File: src/rtl/display_pkg.sv
// Shared definitions for the switch-conditioning and seconds/seg7 display path.
// Contents:
//   db_state_e            - debounce FSM state encoding (2 bits)
//   CLK_HZ                - system clock frequency
//   STABLE_CYCLES_DEFAULT - debounce window in clock cycles (10 ms at CLK_HZ)
//   SEC_TICK_MAX          - seconds-counter compare value (terminal count)
//   seg7_encode()         - BCD digit to active-high gfedcba segment pattern
package display_pkg;

    typedef enum logic [1:0] {
        ST_INIT   = 2'd0,
        ST_SETTLE = 2'd1,
        ST_STABLE = 2'd2
    } db_state_e;

    localparam int unsigned CLK_HZ                = 10_000_000;
    localparam int unsigned STABLE_CYCLES_DEFAULT = CLK_HZ / 100;
    localparam int unsigned SEC_TICK_MAX          = CLK_HZ - 1;

    function automatic logic [6:0] seg7_encode(input logic [3:0] digit);
        logic [6:0] seg;
        case (digit)
            4'd0:    seg = 7'h3F;
            4'd1:    seg = 7'h06;
            4'd2:    seg = 7'h5B;
            4'd3:    seg = 7'h4F;
            4'd4:    seg = 7'h66;
            4'd5:    seg = 7'h6D;
            4'd6:    seg = 7'h7D;
            4'd7:    seg = 7'h07;
            4'd8:    seg = 7'h7F;
            4'd9:    seg = 7'h6F;
            default: seg = 7'h00;
        endcase
        return seg;
    endfunction

endpackage

File: src/rtl/sync_chain.sv
// Per-bit flop chain for bringing asynchronous levels into the clk domain.
// Ports:
//   clk   - system clock
//   reset - synchronous, active-high; clears every stage to 0
//   d_i   - asynchronous input vector [WIDTH]
//   q_o   - synchronised output, last stage of the chain [WIDTH]
module sync_chain #(
    parameter int unsigned WIDTH  = 8,
    parameter int unsigned STAGES = 2
) (
    input  logic             clk,
    input  logic             reset,
    input  logic [WIDTH-1:0] d_i,
    output logic [WIDTH-1:0] q_o
);

    logic [WIDTH-1:0] stage_q [STAGES];
    logic [WIDTH-1:0] stage_d [STAGES];

    always_comb begin
        stage_d[0] = d_i;
        for (int i = 1; i < int'(STAGES); i++) begin
            stage_d[i] = stage_q[i-1];
        end
    end

    always_ff @(posedge clk) begin
        for (int i = 0; i < int'(STAGES); i++) begin
            if (reset) begin
                stage_q[i] <= '0;
            end else begin
                stage_q[i] <= stage_d[i];
            end
        end
    end

    assign q_o = stage_q[STAGES-1];

endmodule

File: src/rtl/switch_debounce.sv
// Switch bank conditioner: synchronises raw_in and debounces it as one vector
// using a single shared stability counter. Any bit change restarts the window.
// Ports:
//   clk        - system clock
//   reset      - synchronous, active-high
//   raw_in     - asynchronous switch levels [WIDTH]
//   sw_out     - committed, debounced switch word [WIDTH]
//   sw_valid   - high once the first stable value is committed
//   sw_changed - one-cycle pulse when sw_out takes a new value (not on first commit)
//   sw_rise    - one-cycle per-bit 0->1 pulses at commit [WIDTH]
//   sw_fall    - one-cycle per-bit 1->0 pulses at commit [WIDTH]
module switch_debounce
    import display_pkg::*;
#(
    parameter int unsigned WIDTH         = 8,
    parameter int unsigned SYNC_STAGES   = 2,
    parameter int unsigned STABLE_CYCLES = STABLE_CYCLES_DEFAULT,
    parameter int unsigned CNT_W         = 24
) (
    input  logic             clk,
    input  logic             reset,
    input  logic [WIDTH-1:0] raw_in,
    output logic [WIDTH-1:0] sw_out,
    output logic             sw_valid,
    output logic             sw_changed,
    output logic [WIDTH-1:0] sw_rise,
    output logic [WIDTH-1:0] sw_fall
);

    if (SYNC_STAGES < 2) begin : g_chk_sync
        $error("switch_debounce: SYNC_STAGES must be at least 2");
    end
    if (STABLE_CYCLES < 1) begin : g_chk_stable_min
        $error("switch_debounce: STABLE_CYCLES must be at least 1");
    end
    if (64'(STABLE_CYCLES) > ((64'd1 << CNT_W) - 64'd1)) begin : g_chk_cnt_w
        $error("switch_debounce: STABLE_CYCLES does not fit in CNT_W bits");
    end

    // Terminal count of the stability window; reaching it with a matching
    // sample means the candidate has been stable for STABLE_CYCLES cycles.
    localparam logic [CNT_W-1:0] CNT_LAST = CNT_W'(STABLE_CYCLES - 1);

    logic [WIDTH-1:0] sync_q;

    sync_chain #(
        .WIDTH  (WIDTH),
        .STAGES (SYNC_STAGES)
    ) u_sync_chain (
        .clk   (clk),
        .reset (reset),
        .d_i   (raw_in),
        .q_o   (sync_q)
    );

    db_state_e        state_q, state_d;
    logic [WIDTH-1:0] cand_q, cand_d;
    logic [CNT_W-1:0] cnt_q, cnt_d;
    logic [WIDTH-1:0] sw_out_q, sw_out_d;
    logic             sw_valid_q, sw_valid_d;
    logic             sw_changed_q, sw_changed_d;
    logic [WIDTH-1:0] sw_rise_q, sw_rise_d;
    logic [WIDTH-1:0] sw_fall_q, sw_fall_d;
    logic             stable_hit;

    // A mismatch on the would-be commit cycle blocks the commit.
    assign stable_hit = (sync_q == cand_q) && (cnt_q == CNT_LAST);

    always_comb begin
        state_d      = state_q;
        cand_d       = cand_q;
        cnt_d        = cnt_q;
        sw_out_d     = sw_out_q;
        sw_valid_d   = sw_valid_q;
        sw_changed_d = 1'b0;
        sw_rise_d    = '0;
        sw_fall_d    = '0;

        // Candidate tracking runs in every state.
        if (sync_q != cand_q) begin
            cand_d = sync_q;
            cnt_d  = '0;
            if (state_q != ST_INIT) begin
                state_d = ST_SETTLE;
            end
        end else if (cnt_q != CNT_LAST) begin
            cnt_d = cnt_q + CNT_W'(1);
        end

        unique case (state_q)
            ST_INIT: begin
                // First commit publishes the value silently.
                if (stable_hit) begin
                    sw_out_d   = cand_q;
                    sw_valid_d = 1'b1;
                    state_d    = ST_STABLE;
                end
            end
            ST_SETTLE: begin
                if (stable_hit) begin
                    // A bounce that settles back on the old word commits nothing.
                    if (cand_q != sw_out_q) begin
                        sw_out_d     = cand_q;
                        sw_changed_d = 1'b1;
                        sw_rise_d    = cand_q & ~sw_out_q;
                        sw_fall_d    = ~cand_q & sw_out_q;
                    end
                    state_d = ST_STABLE;
                end
            end
            ST_STABLE: begin
            end
            default: begin
                state_d = ST_INIT;
            end
        endcase
    end

    always_ff @(posedge clk) begin
        if (reset) begin
            state_q      <= ST_INIT;
            cand_q       <= '0;
            cnt_q        <= '0;
            sw_out_q     <= '0;
            sw_valid_q   <= 1'b0;
            sw_changed_q <= 1'b0;
            sw_rise_q    <= '0;
            sw_fall_q    <= '0;
        end else begin
            state_q      <= state_d;
            cand_q       <= cand_d;
            cnt_q        <= cnt_d;
            sw_out_q     <= sw_out_d;
            sw_valid_q   <= sw_valid_d;
            sw_changed_q <= sw_changed_d;
            sw_rise_q    <= sw_rise_d;
            sw_fall_q    <= sw_fall_d;
        end
    end

    assign sw_out     = sw_out_q;
    assign sw_valid   = sw_valid_q;
    assign sw_changed = sw_changed_q;
    assign sw_rise    = sw_rise_q;
    assign sw_fall    = sw_fall_q;

endmodule

File: config.mk
export PLATFORM = sky130hd
export DESIGN_NAME = switch_debounce
export DESIGN_NICKNAME = d
export VERILOG_FILES = /design/src/rtl/display_pkg.sv /design/src/rtl/sync_chain.sv /design/src/rtl/switch_debounce.sv
export SDC_FILE = /design/constraint.sdc
export NUM_CORES = 1
export LEC_CHECK = 0
export ABC_AREA = 0
export BUFFER_PORTS_ARGS = -buffer_cell sky130_fd_sc_hd__buf_2
export CAP_MARGIN = 5
export CORE_UTILIZATION = 37
export DETAILED_ROUTE_END_ITERATION = 12
export GPL_ROUTABILITY_DRIVEN = 0
export PLACE_DENSITY = 0.53
export SLEW_MARGIN = 20
export SYNTH_ARGS = -nofsm -noshare
export SYNTH_HDL_FRONTEND = slang
export SYNTH_HIERARCHICAL = 1
export SYNTH_SLANG_ARGS = --single-unit
File: constraint.sdc
create_clock -name clk -period 6 [get_ports clk]
set_input_delay 0.6 -clock clk [delete_from_list [all_inputs] [get_ports clk]]
set_output_delay 0.6 -clock clk [all_outputs]
set_load 0.05 [all_outputs]
* Word-level counts from Yosys, hierarchy flattened *
Memory sizes are Yosys's and may differ from the RTL's.
Cells that the tools add are included.
Widths: inputs -> output; s select.

word-level totals
  bits in writable memories = 16
  word-level logic and storage cells = 53
  input port bits = 10
  register bits = 60
  output and inout bits = 26
  memories = 1

operators by class
  multiplexer cells = 14
  bitwise operators = 9
  reductions and logical operators = 10
  eq/ne operators = 10
  add/subtract/negate cells = 1

memories
  name                  words  bits a word  rd ports  clocked after Yosys merged registers in  wr ports  RTL line          source
  u_sync_chain.stage_q  2      8            2         0                                        2         sync_chain.sv:17  logic [WIDTH-1:0] stage_q [STAGES];

operators with widths
  cell                   number
  $mux 8                 5
  $add 24x1->24 const B  1
  $eq 24x17->1 const B   1
  $ne 24x17->1 const B   1
  $and 8x8->8            2
  $ne 8x8->1             2
  $not 8->8              2
  $pmux 8 s2             1
  $eq 8x8->1             1
  $mux 2                 3
  $ne 2x2->1 const B     3
  $mux 1                 4
  $pmux 2 s2             1
  $reduce_and 4->1       1
  $reduce_bool 2->1      2
  $reduce_or 2->1        2
  $reduce_or 4->1        1
  $not 1->1              3
  $reduce_or 3->1        1
  $eq 2x1->1 const B     1
  $eq 2x2->1 const B     1
  $logic_not 2->1        1
  $or 1x1->1             2
  $reduce_and 2->1       1
  $logic_and 1x1->1      1

* Longest topological paths before layout *
Gate-level depths: netlist (run 1).

  depth after elaboration = 5
  gate-level depth with buffers = 8
  depth with buffers taken out = 7

* Cells and area by module *
The synthesis (run 1) kept the hierarchy.

by module, submodules not included
  module           area an instance (um^2)  sequential area each (um^2)  instances  cells each
  switch_debounce  2683.8                   1201.2                       1          288
  sync_chain       464.2                    320.3                        1          33

* Worst setup path before layout (run 1) *
OpenSTA, ideal clock, no wires.

  path kind = reg-to-reg
  start point = reg sw_out_q[2] (netlist: sw_out[2])
  end point = reg sw_out_q[0] (netlist: sw_out[0])
  cell stages (with the launch flop) = 9
  arrival = 1933 ps
  period minus slack after synthesis = 2004 ps
  slack = 3996 ps
  path buffers = 1
  required time = 5930 ps
  setup time = 70 ps
  path through = dfxtp_1 > inv_1 > ha_1 > nand4_1 > nor2_1 > and2_1 > buf_1 > o31ai_1 > a21oi_1

on the way
  longest elaborated chain between the ends = 3

ends and longest elaborated chain
  what                               RTL line                source
  start: declaration                 switch_debounce.sv:59   logic [WIDTH-1:0] sw_out_q, sw_out_d;
  start signal: assignment           switch_debounce.sv:133  sw_out_q <= sw_out_d;
  $ne 8x8->1                         switch_debounce.sv:102  if (cand_q != sw_out_q) begin
  $ne 2x2->1 (no source line)        n/a
  $reduce_and 4->1 (no source line)  n/a

No other way between the ends.
A chain may end at the register's enable or synchronous reset.

* Final worst setup path (run 1) *
  start point = reg cnt_q[0]
  end point = reg sw_rise_q[4] (netlist: sw_rise[4])

on the way
  longest elaborated chain between the ends = 4

ends and longest elaborated chain
  what                              RTL line                source
  start: declaration                switch_debounce.sv:58   logic [CNT_W-1:0] cnt_q, cnt_d;
  start signal: assignment          switch_debounce.sv:132  cnt_q <= cnt_d;
  $eq 24x17->1                      switch_debounce.sv:67   assign stable_hit = (sync_q == cand_q) && (cnt_q == CNT_LAST);
  $logic_and 1x1->1                 switch_debounce.sv:67
  $not 1->1 (no source line)        n/a
  $reduce_or 4->1 (no source line)  n/a
  end signal: assignment            switch_debounce.sv:136  sw_rise_q <= sw_rise_d;
  end: declaration                  switch_debounce.sv:62   logic [WIDTH-1:0] sw_rise_q, sw_rise_d;

No other way between the ends.

==> out/qor.yml, run 1 <==
setup_path:
  worst-r2r-setup-slack_ns: 3.59
  cp_slowest_stage_delay_ns: 0.61
  worst-endpoint-required_ns: 6.28
  critical_path_buf_inv_count: 0
  type_of_element_capturing_the_critical_path: "flop"
  timing.critical_path.arrival_ns: 2.70
  r2r-start: "cnt_q[0]"
  setup.worst_path.start_class: "flop"
  cpLargestDelayFamily: "simple AND/OR/NAND/NOR gates"
  timing_worst_setup_path_type: "flop to flop"
  critPathMaxFanout: 17
  worst_r2r_endpoint: "sw_rise[4]"
  worst_path_max_delay_cell: "sky130_fd_sc_hd__nor4_4"
  reg2regPathDepth: 6
  critical_path.cell_chain: "ha_1 > and4_1 > nand4_4 > or2_4 > nor4_4 > and2_1"
cts:
  clock_path_buffers: 2
  cts_buffers: 9
  post_cts_setup_buffer_count: 0
  clock_tree.root_cell: "sky130_fd_sc_hd__clkbuf_8"
  cts.reportedPaths.clkPinSlew_ns: 0.09
  ctsHtreeMaxLevel: 3
  insertion_delay_ns: 0.35
  cts.sinks: 76
  holdBufCountCts: 0
  tritoncts_clock_tree: "yes"
  post_cts.resized_instances: 0
pwr:
  power.density_mw_per_mm2: 258
  p_sw_share_pct: 25.7
  power.combinational.fraction_pct: 3.8
  switching_power_mw: 0.237
  max-vdd-ir-drop_v: 0.000121
  leakage_power_of_the_design_nw: 1.33
  share_clk_of_total_power_pct: 40.3
  sequentialPowerShare_pct: 55.9
  intPower_mw: 0.685
synthesis:
  syn_area_mm2: 0.00315
  synth-edff-count: 0
  synth_cell_type_count: 36
  gate_count_of_the_mapped_netlist: 321
  synthTopCellsByArea: "sky130_fd_sc_hd__dfxtp_1 (48%), sky130_fd_sc_hd__ha_1 (6.8%), sky130_fd_sc_hd__xnor2_1 (5.3%)"
  syn-mean-instance-area_um2: 9.81
  synth_largest_area_cell: "sky130_fd_sc_hd__dfxtp_1"
  yosysWarnings: 6
  sequential_element_share_of_the_synthesized_area_pct: 48.3
  dominantRegCellSynth: "sky130_fd_sc_hd__dfxtp_1"
  syn_nets: 348
  yosysTopAreaCellShare_pct: 48.3
  synth_seq_cells: 76
  async_flop_share_pct: 0
finish:
  layout_common_cells: "sky130_fd_sc_hd__dfxtp_1 (76), sky130_fd_sc_hd__buf_2 (35), sky130_fd_sc_hd__nor2_1 (25), sky130_fd_sc_hd__inv_1 (21), sky130_fd_sc_hd__nand4_1 (20)"
  antennaDiodeCount: 0
  fill_cells: 804
  final_common_cell: "sky130_fd_sc_hd__dfxtp_1"
  area_delta_synth_final_pct: 13.7
  finish.cell_count_without_fillers: 465
  finish.net_count: 382
  final_layout_size_suffix_gt1_share_pct: 19.7
hold_path:
  hold_path_depth: 1
  worst_hold_path_type: "flop to flop"
  worstHoldEndpoint: "u_sync_chain/stage_q[1][6]"
  hold_path_startpoint: "u_sync_chain/stage_q[0][6]"
drt:
  avgViaCountPerCell: 4.74
  drt_drc_violations_left: 0
  dr_total_vias: 2203
  drt_pre_antenna_iters: 4
  ant_nets: 0
  drt_iter0_drc: 102
  postRouteWirelength_um: 5540
  routedWlPerCell_um: 11.9
floorplan:
  die-area_mm2: 0.00888
  floorplan_core_area_mm2: 0.00822
  placementRows: 33
  chipHeight_um: 94.2
  die_w_um: 94.2
  initial_core_util_pct: 38.3
  top_level_ports: 36
placement:
  dp.final_hpwl_um: 3760
  numPortBuffers: 35
  number_of_placed_cells_counting_well_taps: 449
global_route:
  grt_max_degree: 37
  number_of_global_route_vias_before_repair: 1968
  grt.total_usage_pct: 13.7
  initial_antenna_violation_count: 0
  grt_first_pass_wirelength_um: 9420
  globalRouteOverflowTotal: 0
flow_run:
  maxCapViolations: 0
sta:
  hold_violations: 0
  timing_max_transition_violations_final: 0
  fmax_ghz: 0.415
  min_period_ns: 2.41
  period_utilisation_layout_pct: 40.2
  final.setup_skew_ns: 0.0135
  setup_violation_total_in_the_final_timing_report: 0
  rsz0062_at_grt: "no"
  worst-slew-pin-transition_ns: 0.915
  relSlewSlack_pct: 38.5
  tns_ns: 0
run_status:
  run_status: "completed"
cell usage after synthesis (all sizes together) (8+ instances only):
cell    instances
nor3            8
dfxtp          76
and2           19
nor2           25
xor2           11
xnor2          19
o31ai           8
inv            21
nand4          21
clkbuf          8
nor4            8
nand2           9
nor2b          19
ha             17
a21oi          12
routing by layer:
metal	track usage, %	routed length [um]
met1	19.1	2790
met2	19.8	2420
met3	2.99	248
met4	6.54	69
met5	0	0
stage by stage:
| step | cell area, um^2 | utilization, % | power (mW) | setup WS, ns | hold slack, ns |
|---|---|---|---|---|---|
| after CTS | 3580 | 43.6 | 0.936 | 3.52 | 0.440 |
| after detailed placement | 3390 | 41.3 | 0.563 | 3.54 | 0.423 |
| final | 3580 | 43.6 | 0.922 | 3.59 | 0.445 |
| after global placement | 3390 | 41.3 | 0.563 | 3.61 | 0.420 |
| after global routing | 3580 | 43.6 | 0.961 | 3.31 | 0.441 |
| after floorplan | 3150 | - | 0.554 | 4.00 | 0.414 |
area by class of cell:
class / instances / area, um^2 / share of cell area, %
clock buffers: 9 / 124 / 3.46
clock inverters: 7 / 62.6 / 1.75
inverters: 21 / 78.8 / 2.20
multi-input cells: 211 / 1480 / 41.3
flip-flops and latches: 76 / 1520 / 42.5
well taps: 105 / 131 / 3.67
repair buffers: 36 / 183 / 5.10
registers in the layout (all words and copies together) (netlist names):
register and cells:
cnt_q 24, u_sync_chain/stage_q 16, cand_q 8, sw_fall 8
sw_out 8, sw_rise 8, state_q 2, sw_changed 1
sw_valid 1
power groups by stage:
stage | Clock (mW) | Sequential (mW) | Combinational [mW]
2_1_floorplan | 0 | 0.526 | 0.0281
3_3_place_gp | 0 | 0.527 | 0.0351
3_5_place_dp | 0 | 0.528 | 0.0354
4_1_cts | 0.385 | 0.516 | 0.0358
5_1_grt | 0.404 | 0.517 | 0.0399
6_report | 0.371 | 0.516 | 0.0350
how the worst max path moves through the flow:
stage / from / end / slack (ns) / cells after the start
final: cnt_q[0] / sw_rise[4] / 3.59 / 6
after global routing: cnt_q[0] / sw_rise[4] / 3.31 / 6
after CTS: cnt_q[0] / sw_rise[4] / 3.52 / 6
after detailed placement: cnt_q[0] / sw_fall[4] / 3.54 / 6
after global placement: cnt_q[0] / sw_rise[7] / 3.61 / 6
after floorplan: sw_out[2] / sw_out[0] / 4.00 / 8
cells by family (layout without fill, tap and decap cells):
logic type | Yosys count | after routing | share of synthesized area [%]
AOI/OAI and AO/OA | 27 | 27 | 5.21
xor gates and xnor gates | 30 | 30 | 8.35
adders and majority gates | 17 | 17 | 6.76
buffers and inverters | 34 | 73 | 4.69
DFF | 76 | 76 | 48.3
muxes | 1 | 1 | 0.358
and+or+nand+nor | 136 | 136 | 26.3
Power figures use the tool's default switching activity.
==> run 2: changes to the inputs <==
--- a/config.mk
+++ b/config.mk
@@ -11,7 +11,7 @@
 export CORE_UTILIZATION = 37
 export DETAILED_ROUTE_END_ITERATION = 12
 export GPL_ROUTABILITY_DRIVEN = 0
-export PLACE_DENSITY = 0.53
+export PLACE_DENSITY = 0.55
 export SLEW_MARGIN = 20
 export SYNTH_ARGS = -nofsm -noshare
 export SYNTH_HDL_FRONTEND = slang
==> constraint.sdc (replaced) <==
create_clock -name clk -period 2.2 [get_ports clk]
set_input_delay 0.22 -clock clk [delete_from_list [all_inputs] [get_ports clk]]
set_output_delay 0.22 -clock clk [all_outputs]
set_load 0.05 [all_outputs]
==> out/qor.yml, run 2 (same netlist as run 1, synthesis figures left out) <==
setup_path:
  cpLargestDelayFamily: "simple AND/OR/NAND/NOR gates"
  cp_slowest_stage_delay_ns: 0.38
  timing.critical_path.arrival_ns: 2.33
  setup.worst_path.start_class: "flop"
  worst_path_max_delay_cell: "sky130_fd_sc_hd__dfxtp_1"
  critPathMaxFanout: 14
  critical_path.cell_chain: "ha_1 > and4_1 > nand4_4 > or2_4 > nor4_4 > buf_4 > and2_1"
  timing_worst_setup_path_type: "flop to flop"
  type_of_element_capturing_the_critical_path: "flop"
  worst-endpoint-required_ns: 2.49
  critical_path_buf_inv_count: 1
cts:
  cts.sinks: 76
  post_cts_setup_buffer_count: 0
  clock_path_buffers: 2
  cts.reportedPaths.clkPinSlew_ns: 0.08
  tritoncts_clock_tree: "yes"
  post_cts.resized_instances: 0
  clock_tree.root_cell: "sky130_fd_sc_hd__clkbuf_8"
  cts_buffers: 9
  insertion_delay_ns: 0.35
  holdBufCountCts: 0
  ctsHtreeMaxLevel: 3
drt:
  postRouteWirelength_um: 5800
  drt_pre_antenna_iters: 4
  drt_iter0_drc: 98
  drt_drc_violations_left: 0
  avgViaCountPerCell: 4.66
  dr_total_vias: 2214
  routedWlPerCell_um: 12.2
  ant_nets: 0
finish:
  antennaDiodeCount: 0
  largest_register_ffs: 24
  area_delta_synth_final_pct: 17.2
  biggestRegsByFlops: "cnt_q x24, u_sync_chain/stage_q x16"
  finish.net_count: 393
  max_flop_register: "cnt_q"
  final_layout_size_suffix_gt1_share_pct: 21.9
  layout_common_cells: "sky130_fd_sc_hd__dfxtp_1 (76), sky130_fd_sc_hd__buf_2 (35), sky130_fd_sc_hd__nor2_1 (25), sky130_fd_sc_hd__inv_1 (21), sky130_fd_sc_hd__nand4_1 (20)"
  multi_input_area_mm2: 0.00148
  fill_cells: 834
  final_common_cell: "sky130_fd_sc_hd__dfxtp_1"
  area_occupied_by_registers_mm2: 0.00152
hold_path:
  worst_hold_path_type: "input pin to flop"
global_route:
  globalRouteOverflowTotal: 0
  number_of_global_route_vias_before_repair: 1938
  grt.total_usage_pct: 14.0
  initial_antenna_violation_count: 0
  grt_max_degree: 35
  grt_first_pass_wirelength_um: 9370
sta:
  relSlewSlack_pct: 73.3
  rsz0062_at_grt: "no"
  fmax_ghz: 0.490
  period_utilisation_layout_pct: 92.7
  hold_violations: 0
  setup_violation_total_in_the_final_timing_report: 0
  timing_max_transition_violations_final: 0
  final_critical_path_setup_slack_ns: 0.160
  min_period_ns: 2.04
  worst-slew-pin-transition_ns: 0.400
  tns_ns: 0
  final.setup_skew_ns: 0.00974
floorplan:
  floorplan_core_area_mm2: 0.00822
  die-area_mm2: 0.00888
  die_w_um: 94.2
  top_level_ports: 36
  chipHeight_um: 94.2
  placementRows: 33
  initial_core_util_pct: 38.3
placement:
  dp.final_hpwl_um: 4120
  dpl_worst_slack_ns: 0.156
  numPortBuffers: 35
pwr:
  p_sw_share_pct: 21.9
  intPower_mw: 2.07
  power.combinational.fraction_pct: 4.1
  leakage_power_of_the_design_nw: 1.40
  share_clk_of_total_power_pct: 43.0
  max-vdd-ir-drop_v: 0.000282
  total_power_mw: 2.66
  power.density_mw_per_mm2: 720
  switching_power_mw: 0.581
  sequentialPowerShare_pct: 52.9
run_status:
  run_status: "completed"
flow_run:
  maxCapViolations: 0
[run 2: layout make-up]
type / count / share of cell area (%)
sequential: 76 / 41.2
multi-input combinational: 211 / 40.1
timing repair buffer: 47 / 7.19
tap: 105 / 3.56
clock buffer: 9 / 3.36
clock inverter: 6 / 2.44
inverter: 21 / 2.14
[run 2: worst reg2reg max path: stages, from the launching register on]
cell and delay, ns:
sky130_fd_sc_hd__dfxtp_1 0.38, sky130_fd_sc_hd__ha_1 0.23, sky130_fd_sc_hd__and4_1 0.28, sky130_fd_sc_hd__nand4_4 0.14, sky130_fd_sc_hd__or2_4 0.34, sky130_fd_sc_hd__nor4_4 0.31
sky130_fd_sc_hd__buf_4 0.18, sky130_fd_sc_hd__and2_1 0.13
[run 2: path summary, 6_finish.rpt]
kind	startpoint	end	slack, ns	cells after the start
max reg2reg	cnt_q[0]	sw_rise[5]	0.16	7
min	raw_in[5]	u_sync_chain/stage_q[0][5]	0.08	2
min reg2reg	u_sync_chain/stage_q[0][6]	u_sync_chain/stage_q[1][6]	0.44	1
max	cnt_q[0]	sw_rise[5]	0.16	7
[run 2: metrics by stage]
stage               cell area, um^2  utilization, %  std cells  hold slack, ns
global route                   3690            44.9        475          0.0528
CTS                            3690            44.9        475          0.0563
finish                         3690            44.9        475          0.0750
detailed placement             3480            42.3        460           0.420
global placement               3480            42.3        460           0.418
floorplan                      3150               -        321           0.349
[run 2: per-layer routing]
layer  vias to the layer above  share of wire [%]  track usage (%)
met5                         -                  0                0
li1                       1163                  -                -
met1                       986                 52             19.5
met3                         8                5.3             4.21
met4                         0                1.6             6.54
met2                        57                 42             19.4
[run 2: power groups by stage]
stage / Sequential, mW / Clock [mW] / Combinational [mW]
finish: 1.41 / 1.14 / 0.108
global route: 1.41 / 1.24 / 0.122
CTS: 1.41 / 1.18 / 0.110
detailed placement: 1.44 / 0 / 0.109
global placement: 1.44 / 0 / 0.109
floorplan: 1.44 / 0 / 0.0766
==> run 3: changes to the inputs <==
--- a/config.mk
+++ b/config.mk
@@ -11,9 +11,9 @@
 export CORE_UTILIZATION = 37
 export DETAILED_ROUTE_END_ITERATION = 12
 export GPL_ROUTABILITY_DRIVEN = 0
+export HOLD_SLACK_MARGIN = 0.05
 export PLACE_DENSITY = 0.55
 export SLEW_MARGIN = 20
 export SYNTH_ARGS = -nofsm -noshare
 export SYNTH_HDL_FRONTEND = slang
-export SYNTH_HIERARCHICAL = 1
 export SYNTH_SLANG_ARGS = --single-unit
==> out/qor.yml, run 3 <==
run_status:
  run_status: "completed"
setup_path:
  setup.worst_path.start_class: "flop"
  timing.critical_path.arrival_ns: 2.29
  cpLargestDelayFamily: "simple AND/OR/NAND/NOR gates"
  critical_path.cell_chain: "ha_1 > and4_1 > nand4_1 > or2_4 > or4_1 > a21oi_1"
  timing_worst_setup_path_type: "flop to flop"
  reg2regPathDepth: 6
  worst-endpoint-required_ns: 2.47
  type_of_element_capturing_the_critical_path: "flop"
  cp_slowest_stage_delay_ns: 0.47
  worst_path_max_delay_cell: "sky130_fd_sc_hd__or4_1"
  timing.critical_path.depth: 6
  critical_path_buf_inv_count: 0
  critPathMaxFanout: 6
pwr:
  leakage_power_of_the_design_nw: 1.50
  intPower_mw: 2.03
  switching_power_mw: 0.587
  share_clk_of_total_power_pct: 43.1
  max-vdd-ir-drop_v: 0.000303
  power.density_mw_per_mm2: 708
  sequentialPowerShare_pct: 53.7
  power.combinational.fraction_pct: 3.2
  p_sw_share_pct: 22.4
drt:
  drt_pre_antenna_iters: 4
  routedWlPerCell_um: 10.9
  ant_nets: 0
  dr_total_vias: 2049
  avgViaCountPerCell: 4.43
  drt_drc_violations_left: 0
  postRouteWirelength_um: 5040
  drt_iter0_drc: 88
synthesis:
  synth-edff-count: 0
  synth_xor_area_share_pct: 8.48
  synth_cell_type_count: 35
  sequential_element_share_of_the_synthesized_area_pct: 49.1
  yosys-mux-area-fraction_pct: 3.27
  synthTopCellsByCount: "sky130_fd_sc_hd__dfxtp_1 (76), sky130_fd_sc_hd__nor2_1 (28), sky130_fd_sc_hd__xor2_1 (28)"
  synth-compound-area-share_pct: 2.30
  synth_seq_cells: 76
  gate_count_of_the_mapped_netlist: 304
  synthTopCellsByArea: "sky130_fd_sc_hd__dfxtp_1 (49%), sky130_fd_sc_hd__xor2_1 (7.9%), sky130_fd_sc_hd__ha_1 (6.9%)"
  yosysWarnings: 0
  async_flop_share_pct: 0
  post_synthesis_adder_cell_area_fraction_pct: 6.87
  post_synth_and_or_nand_nor_area_fraction_pct: 26.6
  largest_family_of_logic_cells_by_synthesized_area: "simple AND/OR/NAND/NOR gates"
  syn_area_mm2: 0.00310
  synth_largest_area_cell: "sky130_fd_sc_hd__dfxtp_1"
  yosysTopAreaCellShare_pct: 49.1
  syn_nets: 331
  yosysMostFrequentCell: "sky130_fd_sc_hd__dfxtp_1"
  syn-mean-instance-area_um2: 10.2
  dominantRegCellSynth: "sky130_fd_sc_hd__dfxtp_1"
sta:
  fmax_ghz: 0.496
  hold_slack_ns: 0.0789
  period_utilisation_layout_pct: 91.7
  worst-slew-pin-transition_ns: 0.369
  final.setup_skew_ns: 0.0124
  tns_ns: 0
  setup_violation_total_in_the_final_timing_report: 0
  min_period_ns: 2.02
  hold_violations: 0
  rsz0062_at_grt: "no"
  timing_max_transition_violations_final: 0
  relSlewSlack_pct: 75.2
finish:
  finish.cell_count_without_fillers: 463
  max_flop_register: "cnt_q"
  final_layout_size_suffix_gt1_share_pct: 22.6
  antennaDiodeCount: 0
  biggestRegsByFlops: "cnt_q x24, u_sync_chain.stage_q x16"
  finish.net_count: 380
  largest_register_ffs: 24
  final_common_cell: "sky130_fd_sc_hd__dfxtp_1"
  area_delta_synth_final_pct: 19.5
  layout_common_cells: "sky130_fd_sc_hd__dfxtp_1 (68), sky130_fd_sc_hd__buf_2 (35), sky130_fd_sc_hd__xor2_1 (28), sky130_fd_sc_hd__nor2_1 (28), sky130_fd_sc_hd__nor2b_1 (25)"
hold_path:
  worst_hold_path_type: "input pin to flop"
  hold_path_depth: 2
floorplan:
  top_level_ports: 36
  floorplan_core_area_mm2: 0.00818
  placementRows: 33
  initial_core_util_pct: 37.9
  die_w_um: 93.5
  die-area_mm2: 0.00874
  chipHeight_um: 93.5
cts:
  cts_buffers: 9
  clock_path_buffers: 2
  ctsHtreeMaxLevel: 3
  clock_tree.root_cell: "sky130_fd_sc_hd__clkbuf_8"
  insertion_delay_ns: 0.34
  cts.sinks: 76
  cts.reportedPaths.clkPinSlew_ns: 0.08
  tritoncts_clock_tree: "yes"
global_route:
  grt_first_pass_wirelength_um: 8500
  globalRouteOverflowTotal: 0
  initial_antenna_violation_count: 0
  number_of_global_route_vias_before_repair: 1817
  grt.total_usage_pct: 12.8
  grt_max_degree: 44
placement:
  number_of_placed_cells_counting_well_taps: 447
  numPortBuffers: 35
  dp.final_hpwl_um: 3570
flow_run:
  maxCapViolations: 0
==> run 3: cell types whose count changed after synthesis, moves of 7 or more <==
cell	delta
sky130_fd_sc_hd__xnor2_1	-17
sky130_fd_sc_hd__xor2_1	+17
sky130_fd_sc_hd__nand2b_1	+15
sky130_fd_sc_hd__nor2b_1	+13
sky130_fd_sc_hd__a21oi_1	-9
sky130_fd_sc_hd__mux2i_1	+9
sky130_fd_sc_hd__nand4_1	-9
sky130_fd_sc_hd__o31ai_1	-8
sky130_fd_sc_hd__nor2b_2	-7
sky130_fd_sc_hd__nor3_1	-7
==> run 3: layout make-up <==
cell class,count,area (um^2)
clock buffers,11,151
flip-flops and latches,76,1530
multi-input cells,202,1480
well taps,105,131
inverters,17,63.8
fillers,821,4480
repair buffers,47,282
clock inverters,5,65.1
==> run 3: routing by layer <==
metal  track usage [%]  wire length, um  share of wire, %  vias up
met3              3.25              215               4.3        9
met2              17.6             1940                38       39
li1                  -                -                 -     1094
met5                 0                0                 0        -
met4              7.05               95               1.9        0
met1              17.9             2790                55      907
==> run 3: path summary, 6_finish.rpt <==
check,endpoint,slack [ns],startpoint
min,u_sync_chain.stage_q[0][6],0.08,raw_in[6]
max,sw_valid,0.18,cnt_q[0]
max reg2reg,sw_valid,0.18,cnt_q[0]
min reg2reg,u_sync_chain.stage_q[1][0],0.44,u_sync_chain.stage_q[0][0]
==> run 3: stage by stage <==
step / power, mW / cell area, um^2 / worst slack (ns) / util [%]
after detailed placement: 1.52 / 3480 / 0.149 / 42.5
after global routing: 2.72 / 3700 / 0.0264 / 45.3
after global placement: 1.52 / 3480 / 0.195 / 42.5
after floorplan: 1.50 / 3110 / 0.145 / -
final: 2.62 / 3700 / 0.182 / 45.3
after CTS: 2.66 / 3690 / 0.115 / 45.2
==> run 3: power by group through the flow <==
stage | combinational [mW] | clock [mW] | sequential, mW
finish | 0.0831 | 1.13 | 1.41
global route | 0.0947 | 1.22 | 1.41
CTS | 0.0851 | 1.17 | 1.41
detailed placement | 0.0850 | 0 | 1.44
global placement | 0.0834 | 0 | 1.44
floorplan | 0.0604 | 0 | 1.44
==> run 3: kinds of logic after synthesis <==
logic type / count (synthesis)
buffers and inverters: 26
multiplexers: 10
XOR/XNOR: 30
flip-flops: 76
AND/OR/NAND/NOR: 136
adder cells (fa/ha/maj): 17
AO/OA/AOI/OAI: 9
==> run 3: repair_timing <==
item	4_1_cts	5_1_grt
endpoints found under the setup margin	0	10
hold buffers	0	0
resized for setup	0	2
setup buffers	0	0
